[config.mk]
export PLATFORM = sky130hd
export DESIGN_NAME = serializador_izq_der
export DESIGN_NICKNAME = d
export VERILOG_FILES = /design/src/rtl/serializador_izq_der.sv
export SDC_FILE = /design/constraint.sdc
export NUM_CORES = 1
export LEC_CHECK = 0
export CORE_ASPECT_RATIO = 0.5
export CORE_MARGIN = 3
export CORE_UTILIZATION = 43
export CTS_CLUSTER_SIZE = 16
export DETAILED_ROUTE_END_ITERATION = 10
export PLACE_DENSITY_LB_ADDON = 0.3
export SYNTH_ARGS = -nofsm -noshare
export SYNTH_HDL_FRONTEND = slang
export SYNTH_SLANG_ARGS = --single-unit
[constraint.sdc]
create_clock -name clk -period 1.15 [get_ports clk]
set_input_delay 0.2875 -clock clk [delete_from_list [all_inputs] [get_ports clk]]
set_output_delay 0.2875 -clock clk [all_outputs]
set_load 0.05 [all_outputs]
[src/rtl/serializador_izq_der.sv]
// Bit-serial front end of the left-to-right comparison network: walks bits N-1..1 through the p/q cell recurrence.
// Result valid N-1 edges after accept (same edge for N=1); holds in HOLD until out_ready, in_ready only in IDLE.
module serializador_izq_der #(
    parameter int N = 8
) (
    input  logic         clk,
    input  logic         reset,
    input  logic         in_valid,
    output logic         in_ready,
    input  logic [N-1:0] a_in,
    input  logic [N-1:0] b_in,
    output logic         out_valid,
    input  logic         out_ready,
    output logic         pout,
    output logic         qout,
    output logic         a0,
    output logic         b0
);

    localparam int CW = (N > 1) ? $clog2(N) : 1;

    typedef enum logic [1:0] {
        IDLE  = 2'd0,
        SHIFT = 2'd1,
        HOLD  = 2'd2
    } state_t;

    state_t        state_q;
    logic [N-1:0]  a_sr_q;
    logic [N-1:0]  b_sr_q;
    logic [CW-1:0] cnt_q;
    logic          p_q;
    logic          q_q;
    logic          a0_q;
    logic          b0_q;
    logic          in_ready_q;
    logic          out_valid_q;

    logic          a_bit;
    logic          b_bit;
    logic          p_d;
    logic          q_d;
    logic          last_shift;

    // Typical cell: p stays set while bits match; q clears only when a 1 meets a 0 while still equal.
    always_comb begin
        a_bit      = a_sr_q[N-1];
        b_bit      = b_sr_q[N-1];
        p_d        = p_q & ~(a_bit ^ b_bit);
        q_d        = q_q & (~p_q | ~a_bit | b_bit);
        last_shift = (cnt_q == CW'(1));
    end

    always_ff @(posedge clk) begin
        if (reset) begin
            state_q     <= IDLE;
            a_sr_q      <= '0;
            b_sr_q      <= '0;
            cnt_q       <= '0;
            p_q         <= 1'b1;
            q_q         <= 1'b1;
            a0_q        <= 1'b0;
            b0_q        <= 1'b0;
            in_ready_q  <= 1'b1;
            out_valid_q <= 1'b0;
        end else begin
            case (state_q)
                IDLE: begin
                    if (in_valid) begin
                        a_sr_q     <= a_in;
                        b_sr_q     <= b_in;
                        p_q        <= 1'b1;
                        q_q        <= 1'b1;
                        a0_q       <= a_in[0];
                        b0_q       <= b_in[0];
                        cnt_q      <= CW'(N - 1);
                        in_ready_q <= 1'b0;
                        if (N == 1) begin
                            state_q     <= HOLD;
                            out_valid_q <= 1'b1;
                        end else begin
                            state_q <= SHIFT;
                        end
                    end
                end
                SHIFT: begin
                    p_q    <= p_d;
                    q_q    <= q_d;
                    a_sr_q <= a_sr_q << 1;
                    b_sr_q <= b_sr_q << 1;
                    cnt_q  <= cnt_q - CW'(1);
                    if (last_shift) begin
                        state_q     <= HOLD;
                        out_valid_q <= 1'b1;
                    end
                end
                HOLD: begin
                    // No turnaround: a new pair is only taken once back in IDLE.
                    if (out_ready) begin
                        state_q     <= IDLE;
                        out_valid_q <= 1'b0;
                        in_ready_q  <= 1'b1;
                    end
                end
                default: begin
                    state_q     <= IDLE;
                    out_valid_q <= 1'b0;
                    in_ready_q  <= 1'b1;
                end
            endcase
        end
    end

    assign in_ready  = in_ready_q;
    assign out_valid = out_valid_q;
    assign pout      = p_q;
    assign qout      = q_q;
    assign a0        = a0_q;
    assign b0        = b0_q;

endmodule

# Yosys cells after proc, flatten, opt, wreduce, memory -nomap -nowiden
# Index checks and enable logic that the tools add are counted.
# op_classes
add_sub_neg,1
n_mux,19
eq_ne,6
bitwise_logic,10
n_reduce_logical,7
# op_table
operator,count
$pmux 8 s2,2
$mux 8,2
$reduce_and 3->1,3
$mux 2,3
$ne 2x2->1 const B,3
$pmux 1 s3,2
$pmux 2 s3,1
$pmux 3 s2,1
$mux 1,5
$not 1->1,5
$pmux 1 s2,2
$reduce_and 2->1,2
$eq 3x1->1 const B,1
$mux 3,1
$sub 3x1->3 const B,1
$and 1x1->1,2
$eq 2x1->1 const B,1
$eq 2x2->1 const B,1
$logic_not 2->1,1
$or 1x1->1,2
$reduce_bool 2->1,1
$xor 1x1->1,1
# word_totals
word_cells,53
out_inout_bits,6
reg_bits,27
input_bits,20

# Depth between registers and ports, before layout
# depth
word_depth,5
ltp_mapped,6
ltp_nobuf,5

# Least setup slack after synthesis
# No wires, ideal clock.
# synth_path
kind,reg2reg
from,reg state_q[1]
to,reg a_sr_q[1]
t_required_ns,1.016
arrival_time_ns,1.104
stages_incl_launch_ff,6
n_path_buf,2
setup_ns,0.134
synth_period_minus_slack_ns,1.238
slack_ns,-0.088
cell_sequence,dfxtp_1 > or3b_1 > buf_6 > buf_8 > nor2_1 > nor4_1
# synth_via
elab_chain_cells,3
word_cells_on_any_way,6
classes_between,eq/ne: 2; mux: 1; reduce/logical: 3
# synth_rtl
item,line_no,text
"start, declared",28,state_t state_q;
"start signal, assigned",56,state_q <= IDLE;
"start signal, assigned",79,state_q <= HOLD;
"start signal, assigned",82,state_q <= SHIFT;
$eq 2x1->1 / $logic_not 2->1 (equally long branches),67,case (state_q)
$reduce_bool 2->1 (no source line) / $ne 2x2->1 (equally long branches),--,
$reduce_and 2->1 (no source line),--,
"end signal, assigned",70,a_sr_q <= a_in;
"end signal, assigned",89,a_sr_q <= a_sr_q << 1;
"end, declared",29,logic [N-1:0] a_sr_q;
# Parallel ways exist; a longest one is shown, timed or not.
# A chain may end at the register's enable or synchronous reset.

# Final worst setup path
# layout_path
from,reg state_q[1]
to,reg b_sr_q[4]
# layout_via
elab_chain_cells,3
word_cells_on_any_way,6
classes_between,eq/ne: 2; mux: 1; reduce/logical: 3
# layout_rtl
item,line_no,text
$eq 2x1->1 / $logic_not 2->1 (equally long branches),67,
$reduce_bool 2->1 (no source line) / $ne 2x2->1 (equally long branches),--,
$reduce_and 2->1 (no source line),--,
"end signal, assigned",71,b_sr_q <= b_in;
"end signal, assigned",90,b_sr_q <= b_sr_q << 1;
"end, declared",30,logic [N-1:0] b_sr_q;
# Parallel ways exist; a longest one is shown, timed or not.

==> summary.md <==
| Metric | Value |
|---|---|
| Initial antenna violation count | 0 |
| Switching share of power | 0.2733 |
| Nets | roughly 200 |
| CP Class | register to register |
| Final WL | 2456 um |
| Post-Syn Area | roughly 1100 um^2 |
| Post-Syn Instances | 137 |
| Synth Register Bits | 27 |
| P_leak | 0.0006796 uW |
| Initial Util | 0.4797 |
| Worst Path Arrival | 1350 ps |
| Syn Area/Cell | around 8.2 um^2 |
| Setup TNS | -285.6 ps |
| Share of layout cells above drive strength 1 | 0.2500 |
| Sw power | 588.3 uW |
| Buffers on Ports | 25 |
| Worst rel slew slack | 0.7638 |
| Sequential share of power | 0.507 |
| IO Count | 26 |
| Worst slew pin tran | approximately 350 ps |
| Hold path cells | 2 |
| Area contributors post-synth | dfxtp_1 (48%), nor2_1 (16%), nor4_1 (7.8%), a21oi_1 (2.7%), buf_4 (2.7%) |
| Die width | around 80 um |
| Clock power frac | 0.239 |
| Post-CTS Hold Fix Bufs | 0 |
| Vias in the first global route | a little over 900 |
| DRC viols | 0 |
| Die ar. | roughly 3300 um^2 |
| Die Y | 42.15 um |
| Post-synth EDFFs | 0 |
| Failing checks | setup timing |
| Pre-Repair DR Iteration Count | 4 |
| Min Hold Slack | 465.3 ps |
| ANT nets after route | 0 |
| R2r worst-path depth | 4 |
| HPWL after detailed placement | 1551 um |
| Synth top cells by count | nor2_1 (49), dfxtp_1 (27), nor4_1 (14), nand2_1 (8), a21oi_1 (6) |
| Via density per instance | around 4.9 |
| Inserted Clock Buffers | 3 |
| Hold WC Path Type | register to register |
| H-tree depth | 1 |
| Internal power | 1564 uW |
| Cell taking the most area after synthesis | dfxtp_1 |
| Fmax | 0.8418 GHz |
| RSZ-0062 raised after global routing | true |
| WL/cell | ~12 um |
| Period utilisation layout | 1.033 |
| Gp weighted congestion | about 0.73 |
| Worst-skew pair later-pin latency | 270 ps |
| Status | complete, but fails checks |
| Pins Over Slew Limit | 0 |
| Sequential-to-total area share from yosys stat | 0.4811 |
| Post-Syn Nets | around 160 |
| CP endpoint kind | register |
| Final min period | between 1000 and 1500 ps |
| First-pass GRT wire length | between 4000 and 5000 um |
| Vias | approximately 1,000 |
| CP Launch Type | register |
| Clk slew on worst S/H paths | 80 ps |
| Final worst slack | -37.97 ps |
| CTS tree | done |
| Setup violators final | 15 |
| Clock Tree Buf Depth | 2 |
| Largest fanout on the critical path | 7 |
| # diodes | 0 |
| Max-cap violations | 0 |
| Final hold vios | 0 |
| CTS Sinks | 27 |
| Worst VDD drop | around 0.0006 V |
| PD cells | 1303 nW/um^2 |
| Largest net degree at the start of global routing | 28 |
| Comb pwr share | 0.253 |
| P&R area growth vs syn | 46.99% |
| CP required | about 1300 ps |
| Post-synth top area share | 0.4811 |
| Predominant post-synthesis flop cell | dfxtp_1 |
| Most common cell in the netlist | nor2_1 |
| GRT overflow | 0 |
| Ys Warns | 0 |
| Fraction of synthesis flops using an asynchronous set or reset pin | 0 |
| Unique cell type count in the Yosys netlist | 26 |
| Site Rows | 12 |
| Root Driver | clkbuf_8 |
| GRT Total Usage | 0.1553 |
| CORE AREA | 2342 um^2 |
| Final Skew | 1.141 ps |
| DRT iter0 DRCs | 79 |
[layout make-up]
class	count	area, um^2
clock buffers	4	45.04
multi-input cells	99	551.8
repair buffers	40	452.9
fillers	190	690.7
flip-flops and latches	27	550.5
well taps	35	43.79
inverters	2	7.507
[repair_timing]
item,CTS,global route
pin swaps,0,3
endpoints found under the setup margin,19,24
setup buffers,0,2
gates resized for setup,7,17
cloned,1,2
[cells by family (layout without fill, tap and decap cells)]
logic type	Yosys count	in the layout	synth area share
flops	27	27	0.4811
xor+xnor	1	1	0.007797
buf+inv	11	46	0.06681
simple gates	79	79	0.3263
fa+ha+maj	2	2	0.02227
compound gates	17	17	0.09577
[stage by stage]
stage / std cells / instance area [um^2] / power [uW] / util / worst slack (ps)
after floorplan: 137 / 1134 / 1394 / - / -47.34
after global placement: 199 / 1520 / 1588 / 0.6490 / -453.8
after detailed placement: 199 / 1520 / 1597 / 0.6490 / -490.2
after CTS: 204 / 1592 / 2140 / 0.6795 / -32.24
after global routing: 207 / 1652 / 2287 / 0.7051 / -77.41
final: 207 / 1652 / 2153 / 0.7051 / -37.97
[final timing paths]
kind,startpoint,endpoint,slack (ps)
max,state_q[1],b_sr_q[4],-40
min reg2reg,a_sr_q[0],a_sr_q[0],470
min,a_sr_q[0],a_sr_q[0],470
max reg2reg,state_q[1],b_sr_q[4],-40
[layout by cell type, fill, tap and decap left out, drive strengths merged]
| cell | Yosys | routed |
|---|---|---|
| a211o | 1 | 1 |
| a211oi | 2 | 2 |
| a21o | 1 | 1 |
| a21oi | 6 | 6 |
| a221oi | 1 | 1 |
| and2b | 1 | 1 |
| and4bb | 1 | 1 |
| buf | 6 | 21 |
| clkbuf | 3 | 4 |
| clkdlybuf4s50 | 0 | 18 |
| dfxtp | 27 | 27 |
| dlygate4sd2 | 0 | 1 |
| ha | 2 | 2 |
| inv | 2 | 2 |
| nand2 | 8 | 8 |
| nand2b | 2 | 2 |
| nand3b | 1 | 1 |
| nand4b | 1 | 1 |
| nor2 | 49 | 49 |
| nor3b | 1 | 1 |
| nor4 | 14 | 14 |
| o21ai | 4 | 4 |
| o21ba | 1 | 1 |
| o21bai | 1 | 1 |
| or3b | 1 | 1 |
| xnor2 | 1 | 1 |
[registers in the layout (all words and copies together) (netlist names), 2 cells and up]
signal   flops
b_sr_q       8
cnt_q        3
a_sr_q       8
state_q      2
[critical path, cell delays in order, from the launching register on]
cell,delay (ps)
dfxtp_4,370
or3b_4,400
buf_2,170
nor2_1,90
nor4_1,60
[power by group through the flow]
stage	Clock [uW]	Combinational [uW]	Sequential, uW
final	515	545	1090
after global routing	590	589	1110
after CTS	537	514	1090
after detailed placement	0	487	1110
after global placement	0	483	1110
after floorplan	0	259	1140
[layer usage]
layer  up-vias  track usage  part of all wire  routed length, um
met5         -            0                 0                  0
met2        23       0.2381              0.45               1112
met3         5      0.05579             0.052                127
met1       461       0.2107              0.49               1198
met4         0      0.03136            0.0069                 17
li1        533            -                 -                  -
Power figures use the tool's default switching activity.
